File: config.mk
export PLATFORM = sky130hd
export DESIGN_NAME = bcd_alu_seq
export DESIGN_NICKNAME = d
export VERILOG_FILES = /design/src/rtl/bcd_alu_seq.sv
export SDC_FILE = /design/constraint.sdc
export NUM_CORES = 1
export LEC_CHECK = 0
export CORE_MARGIN = 3
export CORE_UTILIZATION = 55
export DETAILED_ROUTE_END_ITERATION = 8
export GPL_TIMING_DRIVEN = 0
export PLACE_DENSITY = 0.82
export SKIP_LAST_GASP = 1
export SYNTH_ARGS = -nofsm -noshare
export SYNTH_HDL_FRONTEND = slang
export SYNTH_SLANG_ARGS = --single-unit
File: constraint.sdc
create_clock -name clk -period 3.8 [get_ports clk]
set_input_delay 0.95 -clock clk [delete_from_list [all_inputs] [get_ports clk]]
set_output_delay 0.95 -clock clk [all_outputs]
set_load 0.01 [all_outputs]
File: src/rtl/bcd_alu_seq.sv
// Sequential signed-magnitude BCD adder/subtractor that handles one digit per cycle, least significant digit first.
// Latency from capture to out_valid: DIGITS cycles normally, 2*DIGITS if the result must be ten's-complemented, 1 cycle on an invalid digit.
// Backpressure: in_ready is high only in IDLE. The result is held with out_valid until out_ready is high.
// Ports: clk, rst_n (async, active-low); a/b/a_sign/b_sign/op with in_valid/in_ready;
//        res/res_sign/ovf/err with out_valid/out_ready.
// Optional macro BCD_ALU_SAT_EN: an add-path overflow saturates res to all nines instead of wrapping.
module bcd_alu_seq #(
    parameter int DIGITS = 4
) (
    input  logic                clk,
    input  logic                rst_n,
    input  logic [4*DIGITS-1:0] a,
    input  logic [4*DIGITS-1:0] b,
    input  logic                a_sign,
    input  logic                b_sign,
    input  logic                op,
    input  logic                in_valid,
    output logic                in_ready,
    output logic                out_valid,
    input  logic                out_ready,
    output logic [4*DIGITS-1:0] res,
    output logic                res_sign,
    output logic                ovf,
    output logic                err
);

    localparam int W = 4 * DIGITS;

    typedef enum logic [1:0] {IDLE, RUN, FIX, DONE} state_t;

    state_t         state_q, state_d;
    logic [W-1:0]   a_sh, b_sh, work, work_next, res_q, res_final;
    logic           a_sign_q, sub_q, bad_q, carry_q;
    logic           res_sign_q, ovf_q, err_q;
    logic [3:0]     cnt_q;
    logic           bad_digit, last;
    logic [3:0]     dx, dy, dig;
    logic           dsub, cout;
    logic [4:0]     s5, t5;

    assign in_ready  = (state_q == IDLE);
    assign out_valid = (state_q == DONE);
    assign res       = res_q;
    assign res_sign  = res_sign_q;
    assign ovf       = ovf_q;
    assign err       = err_q;

    always_comb begin
        bad_digit = 1'b0;
        for (int i = 0; i < DIGITS; i++) begin
            if (a[4*i +: 4] > 4'd9 || b[4*i +: 4] > 4'd9) bad_digit = 1'b1;
        end
    end

    // One decimal digit step. FIX reuses the subtract path as 0 - digit - borrow,
    // which ten's-complements the working result one digit at a time.
    always_comb begin
        dx   = a_sh[3:0];
        dy   = b_sh[3:0];
        dsub = sub_q;
        if (state_q == FIX) begin
            dx   = 4'd0;
            dy   = work[3:0];
            dsub = 1'b1;
        end
        if (dsub) begin
            s5   = {1'b0, dx} - {1'b0, dy} - {4'b0, carry_q};
            t5   = s5 + 5'd10;
            cout = s5[4];
            dig  = s5[4] ? t5[3:0] : s5[3:0];
        end else begin
            s5   = {1'b0, dx} + {1'b0, dy} + {4'b0, carry_q};
            t5   = s5 - 5'd10;
            cout = (s5 > 5'd9);
            dig  = cout ? t5[3:0] : s5[3:0];
        end
    end

    // Each new digit enters at the top, so after DIGITS steps the LSD sits in the bottom nibble.
    assign work_next = (work >> 4) | (W'(dig) << (W - 4));
    assign last      = (cnt_q == 4'(DIGITS - 1));

    always_comb begin
        res_final = work_next;
`ifdef BCD_ALU_SAT_EN
        if (!sub_q && cout) res_final = {DIGITS{4'h9}};
`endif
    end

    always_comb begin
        state_d = state_q;
        case (state_q)
            IDLE: if (in_valid) state_d = RUN;
            RUN: begin
                if (bad_q)                    state_d = DONE;
                else if (last && sub_q && cout) state_d = FIX;
                else if (last)                state_d = DONE;
            end
            FIX:  if (last) state_d = DONE;
            DONE: if (out_ready) state_d = IDLE;
            default: state_d = IDLE;
        endcase
    end

    always_ff @(posedge clk or negedge rst_n) begin
        if (!rst_n) state_q <= IDLE;
        else        state_q <= state_d;
    end

    always_ff @(posedge clk or negedge rst_n) begin
        if (!rst_n) begin
            a_sh <= '0; b_sh <= '0; work <= '0; res_q <= '0;
            a_sign_q <= 1'b0; sub_q <= 1'b0; bad_q <= 1'b0; carry_q <= 1'b0;
            res_sign_q <= 1'b0; ovf_q <= 1'b0; err_q <= 1'b0; cnt_q <= '0;
        end else begin
            case (state_q)
                IDLE: if (in_valid) begin
                    a_sh     <= a;
                    b_sh     <= b;
                    a_sign_q <= a_sign;
                    sub_q    <= ~op ^ a_sign ^ b_sign;
                    bad_q    <= bad_digit;
                    carry_q  <= 1'b0;
                    cnt_q    <= '0;
                    work     <= '0;
                end
                RUN: begin
                    if (bad_q) begin
                        res_q <= '0; res_sign_q <= 1'b0; ovf_q <= 1'b0; err_q <= 1'b1;
                    end else begin
                        a_sh    <= a_sh >> 4;
                        b_sh    <= b_sh >> 4;
                        work    <= work_next;
                        carry_q <= cout;
                        cnt_q   <= cnt_q + 4'd1;
                        if (last) begin
                            if (sub_q && cout) begin
                                // |a| < |b|: restart the digit walk for the complement pass.
                                cnt_q   <= '0;
                                carry_q <= 1'b0;
                            end else begin
                                res_q      <= res_final;
                                res_sign_q <= (res_final != '0) ? a_sign_q : 1'b0;
                                ovf_q      <= ~sub_q & cout;
                                err_q      <= 1'b0;
                            end
                        end
                    end
                end
                FIX: begin
                    work    <= work_next;
                    carry_q <= cout;
                    cnt_q   <= cnt_q + 4'd1;
                    if (last) begin
                        // A complemented result is never zero, so the sign flip is always legal.
                        res_q      <= work_next;
                        res_sign_q <= ~a_sign_q;
                        ovf_q      <= 1'b0;
                        err_q      <= 1'b0;
                    end
                end
                default: ;
            endcase
        end
    end

endmodule

==> results of run 1 <==
metal layers:
metal	vias to the layer above	share of wire	global-route usage
met3	15	0.046	0.0563
li1	1740	-	-
met1	1699	0.43	0.287
met5	-	0	0
met2	89	0.50	0.413
met4	0	0.021	0.0794
layout make-up:
type | count | area (um2) | share of cell area
Clock inverter | 7 | 80.1 | 0.0155
Multi-Input combinational cell | 346 | 2140 | 0.413
Sequential cell | 77 | 1930 | 0.373
Inverter | 12 | 45.0 | 0.00871
Timing Repair Buffer | 62 | 623 | 0.121
Tap cell | 99 | 124 | 0.0240
Clock buffer | 9 | 124 | 0.0240
Buffer | 24 | 111 | 0.0215
logic make-up after synthesis:
family / share of synthesized area
AO/OA/AOI/OAI: 0.159
XOR/XNOR: 0.0227
adder cells (fa/ha/maj): 0.0573
buffers and inverters: 0.0376
flip-flops: 0.459
multiplexers: 0.0755
AND/OR/NAND/NOR: 0.189
worst register-to-register path: cells and delay by family, from the launching register on:
kind | cells | cell delay (ps)
simple gates | 1 | 320
buf+inv | 4 | 700
fa+ha+maj | 3 | 840
mux | 1 | 370
flops | 1 | 440
compound gates | 5 | 790
worst max path at each step:
| stage | to | start | slack [ps] | cells after the start |
|---|---|---|---|---|
| after detailed placement | res[1] | state_q[0] | -250 | 14 |
| after floorplan | res_sign | state_q[0] | 320 | 14 |
| after CTS | cnt_q[0] | state_q[0] | 60 | 15 |
| after global placement | b_sh[4] | rst_n | -830 | 1 |
| final | cnt_q[0] | state_q[0] | 290 | 14 |
| after global routing | cnt_q[0] | state_q[0] | 50 | 14 |
placed cells by master (no fill, tap or decap), drive strengths merged, types with 3 or more instances in the layout:
cell type,instances
nand2,112
dfrtp,77
o21ai,66
clkdlybuf4s50,58
mux2i,26
nand3,21
clkbuf,19
buf,18
ha,16
inv,16
nor2,14
a21oi,10
nor2b,8
xnor2,8
mux2,5
a31oi,5
nor3,5
o31ai,5
a21o,3
nand3b,3
nand2b,3
nor4,3
or2,3
o2bb2ai,3
a211oi,3
power by group:
| group | switching (uW) | total, uW | internal [uW] |
|---|---|---|---|
| sequential | 219 | 1370 | 1150 |
| clock | 341 | 654 | 313 |
| combinational | 1870 | 3230 | 1350 |
| total | 2430 | 5250 | 2810 |
state kept, by name, summed over array words and instances (netlist names):
register and cells:
a_sh 16, a_sign_q 1, b_sh 16, bad_q 1
carry_q 1, cnt_q 4, err 1, ovf 1
res 16, res_sign 1, state_q 2, sub_q 1
work 16
through the flow:
step                cell area (um2)  setup slack [ps]  hold WS, ps   util  power [uW]
CTS                            5150              56.4          479  0.703        5230
finish                         5170               290          475  0.705        5250
global placement               4910              -831          450  0.670        4360
floorplan                      4190               315          433      -        3640
detailed placement             4930              -247          458  0.672        4490
global route                   5170              54.2          496  0.705        5720
timing repair:
item	in CTS	in global routing
setup buffers	2	0
pin swaps	1	0
setup endpoints to repair	25	25
gates resized for setup	4	4
cloned	0	0
==> flow_summary.toml, run 1 <==
[outcome]
status = "complete, no violations"

[worst_hold_path]
whs_endpoint = "a_sh[15]"
worstHoldStart = "a_sh[15]"
holdPathStages = 2
hp-class = "flop to flop"

[worst_setup_path]
crit_top_cell = "o21ai_0"
critPathMaxFanout = 14
arrival_ps = 3790
end_kind = "flop"
rr_worst_depth = 14
slowest_stage = "dfrtp_1"
path_cells = "inv_1 -> ha_4 -> buf_4 -> mux2_2 -> ha_1 -> inv_1 -> ha_1 -> o21ai_0 -> o2bb2ai_2 -> buf_4 -> a31oi_1 -> o21ai_0 -> or2_2 -> o21ai_0"
path_buf_inv = 4
worstSetupStartpointType = "flop"
worst_path_largest_cell_delay_ps = 440
critPathRequiredTime_ps = 4080
worstSetupPathType = "flop to flop"
r2r-start = "state_q[0]"
regToRegEndpoint = "cnt_q[0]"
critPathTopFamily = "adder cells"
r2r_slack_ps = 290

[yosys]
synth_top_area_cell = "dfrtp_1"
synthFlopType = "dfrtp_1"
async_flop_share = 1.00
synth.cell_area_mm2 = 0.00419
post_synth_main_area_contributors = "dfrtp_1 (46%), nand2_1 (10%), mux2i_1 (6.2%)"
yosys.area.top_type_share = 0.459
synth_seq_area_share = 0.459
synthCells = 460
synth.most_common_cell = "nand2_1"
avgSynthCellArea_um2 = 9.12
ys_top_cells_by_count = "nand2_1 (112), dfrtp_1 (77), o21ai_0 (45)"
ys_ff_latch = 77
synth_fp_nets = 517
synth.distinct_cells = 53
ys.warnings.count = 0
synth_edf_count = 0

[layout]
drive_gt1_frac = 0.0987
final_cells = 636
syn_to_final_growth_pct = 23.3
fillerInstances = 584
layout.nets = 589
antenna_cells = 0

[die]
rows = 31
fp.dieW_um = 93.3
boundaryPins = 60
design.die.area_mm2 = 0.00871
start_util = 0.572
die_h_um = 93.3
core_mm2 = 0.00733

[timing]
period_minus_slack_ps = 3510
setup_viol = 0
clock.fmax_ghz = 0.285
max_slew_margin = 0.478
slew_violations = 0
period_share = 0.924
rsz0062_at_grt = "false"
tns_ps = 0
skew_ps = 7.06
hold_violations = 0
worst_slew_pin_slew_ps = 777

[global_routing]
grt_pass1_wl_mm = 16.4
grt-ovfl-total = 0
antenna_found_initial = 0
grt_max_degree = 43
track_usage = 0.237
grt_pass1_vias = 3548

[route]
antenna_left = 0
firstDrtPassIters = 4
totalWireLength_mm = 9.54
drc = 0
initialDrtViolationCount = 141
wl_per_cell_um = 15.0
viasPerCell = 5.57
via_count = 3543

[pwr]
p_leak_uw = 0.00231
ir_worst_vdd_uv = 466
power.density_mw_per_mm2 = 1010

[place]
dp.cells = 619
port_buffers = 59
dp_hpwl_mm = 7.30
routabilityCongestion = 0.847

[clock_tree]
numCtsBuffers = 9
cts.path.max_buffers = 2
root_buffer = "clkbuf_8"
clk-insertion-delay-late_ps = 360
cts_tree = "yes"
h-tree-depth = 3
cts.clk_slew.worst_paths_ps = 90
ctsHoldBuffers = 0
cts_sinks = 77

[run]
drv_cap = 0
No activity file was read; power rests on OpenSTA's default activity.
==> inputs of run 2 (changes only) <==
--- a/config.mk
+++ b/config.mk
@@ -6,10 +6,10 @@
 export NUM_CORES = 1
 export LEC_CHECK = 0
 export CORE_MARGIN = 3
-export CORE_UTILIZATION = 55
+export CORE_UTILIZATION = 59
 export DETAILED_ROUTE_END_ITERATION = 8
 export GPL_TIMING_DRIVEN = 0
-export PLACE_DENSITY = 0.82
+export PLACE_DENSITY = 0.87
 export SKIP_LAST_GASP = 1
 export SYNTH_ARGS = -nofsm -noshare
 export SYNTH_HDL_FRONTEND = slang
==> constraint.sdc (replaced) <==
create_clock -name clk -period 4.3 [get_ports clk]
set_input_delay 1.075 -clock clk [delete_from_list [all_inputs] [get_ports clk]]
set_output_delay 1.075 -clock clk [all_outputs]
set_load 0.01 [all_outputs]
==> flow_summary.toml, run 2 (same netlist as run 1, synthesis figures left out) <==
[outcome]
status = "complete, no violations"

[worst_hold_path]
worstHoldStart = "b_sh[13]"
whs_endpoint = "b_sh[13]"
hp-class = "flop to flop"
holdPathStages = 2

[timing]
rsz0062_at_grt = "false"
skew_ps = 11.6
slew_violations = 0
period_share = 0.931
period_minus_slack_ps = 4000
worst_slew_pin_slew_ps = 817
clock.fmax_ghz = 0.250
max_slew_margin = 0.451
hold_violations = 0
setup_viol = 0

[pwr]
totalPowerFinal_uw = 4560
ir_worst_vdd_uv = 410
p_leak_uw = 0.00230
power.density_mw_per_mm2 = 889

[die]
rows = 30
start_util = 0.614
design.die.area_mm2 = 0.00816
die_h_um = 90.3
fp.dieW_um = 90.3
core_mm2 = 0.00683
boundaryPins = 60

[layout]
final_common_cell = "nand2_1"
antenna_cells = 0
syn_to_final_growth_pct = 22.2
layout.nets = 588
drive_gt1_frac = 0.0896
utilization = 0.750
mostFrequentLayoutCells = "nand2_1 (112), dfrtp_1 (77), clkdlybuf4s50_1 (58), o21ai_0 (44), mux2i_1 (26)"

[route]
drc = 0
totalWireLength_mm = 9.77
via_count = 3634
initialDrtViolationCount = 211
antenna_left = 0
wl_per_cell_um = 15.5
viasPerCell = 5.75
firstDrtPassIters = 7

[worst_setup_path]
worstSetupPathType = "flop to flop"
critPathRequiredTime_ps = 4580
regToRegEndpoint = "res_sign"
worstSetupStartpointType = "flop"
r2r_slack_ps = 300
rr_worst_depth = 15
arrival_ps = 4290
critPathMaxFanout = 10
end_kind = "flop"
r2r-start = "state_q[0]"

[run]
drv_cap = 0

[place]
dp_hpwl_mm = 7.55
port_buffers = 59
routabilityCongestion = 0.856

[clock_tree]
cts.clk_slew.worst_paths_ps = 90
numCtsBuffers = 9
cts_sinks = 77
root_buffer = "clkbuf_8"
cts.path.max_buffers = 2
clk-insertion-delay-late_ps = 360
h-tree-depth = 3
cts_tree = "yes"

[global_routing]
antenna_found_initial = 0
grt_max_degree = 48
grt_pass1_vias = 3581
grt-ovfl-total = 0
track_usage = 0.249
grt_pass1_wl_mm = 16.3
[run 2: what timing repair did]
item | 4_1_cts | 5_1_grt
hold buffers | 0 | 0
endpoints found under the setup margin | 0 | 22
setup buffers | 0 | 0
gates resized for setup | 0 | 3
[run 2: how the worst max path moves through the flow]
stage	cells after the start	slack, ps	end	from
after CTS	14	150	res_sign	state_q[0]
after global routing	15	10	res_sign	state_q[0]
after detailed placement	14	270	res_sign	state_q[0]
after global placement	1	-420	b_sh[6]	rst_n
after floorplan	14	820	res_sign	state_q[0]
final	15	300	res_sign	state_q[0]
[run 2: final cells by class]
| cell class | instances | area (um2) |
|---|---|---|
| Multi-Input combinational cell | 346 | 2120 |
| Inverter | 12 | 45.0 |
| Sequential cell | 77 | 1930 |
| Timing Repair Buffer | 60 | 616 |
| Clock inverter | 7 | 57.6 |
| Tap cell | 96 | 120 |
| Buffer | 25 | 114 |
| Fill cell | 524 | 1710 |
| Clock buffer | 9 | 124 |
[run 2: worst max-delay path: stages (launching register included)]
cell and delay, ps:
dfrtp_1 440, inv_1 110, ha_1 290, buf_2 250
clkbuf_2 280, o21ai_0 140, ha_1 220, a21oi_1 210
fa_1 270, xor2_1 240, ha_1 240, nor2b_1 340
nor2_1 90, mux2_2 300, o32a_1 390, a31oi_1 140
[run 2: through the flow]
| step | hold WS, ps | worst slack [ps] | cell area [um2] | cells | setup TNS, ps |
|---|---|---|---|---|---|
| after floorplan | 433 | 815 | 4190 | 460 | 0 |
| after global placement | 451 | -419 | 4900 | 615 | -31900 |
| after detailed placement | 460 | 270 | 4930 | 616 | 0 |
| after CTS | 479 | 146 | 5110 | 632 | 0 |
| after global routing | 500 | 12.6 | 5120 | 632 | 0 |
| final | 475 | 296 | 5120 | 632 | 0 |
[run 2: power breakdown]
part	switching [uW]	internal, uW	total [uW]
logic	1670	1160	2830
clock network	301	219	520
registers	195	1010	1210
total	2160	2390	4560
[run 2: metal layers]
layer	part of all wire	GRT usage	up-vias	wire length, um
li1	-	-	1741	-
met1	0.41	0.292	1737	4000
met2	0.51	0.436	132	4970
met3	0.052	0.0533	24	510
met4	0.029	0.116	0	282
met5	0	0	-	0
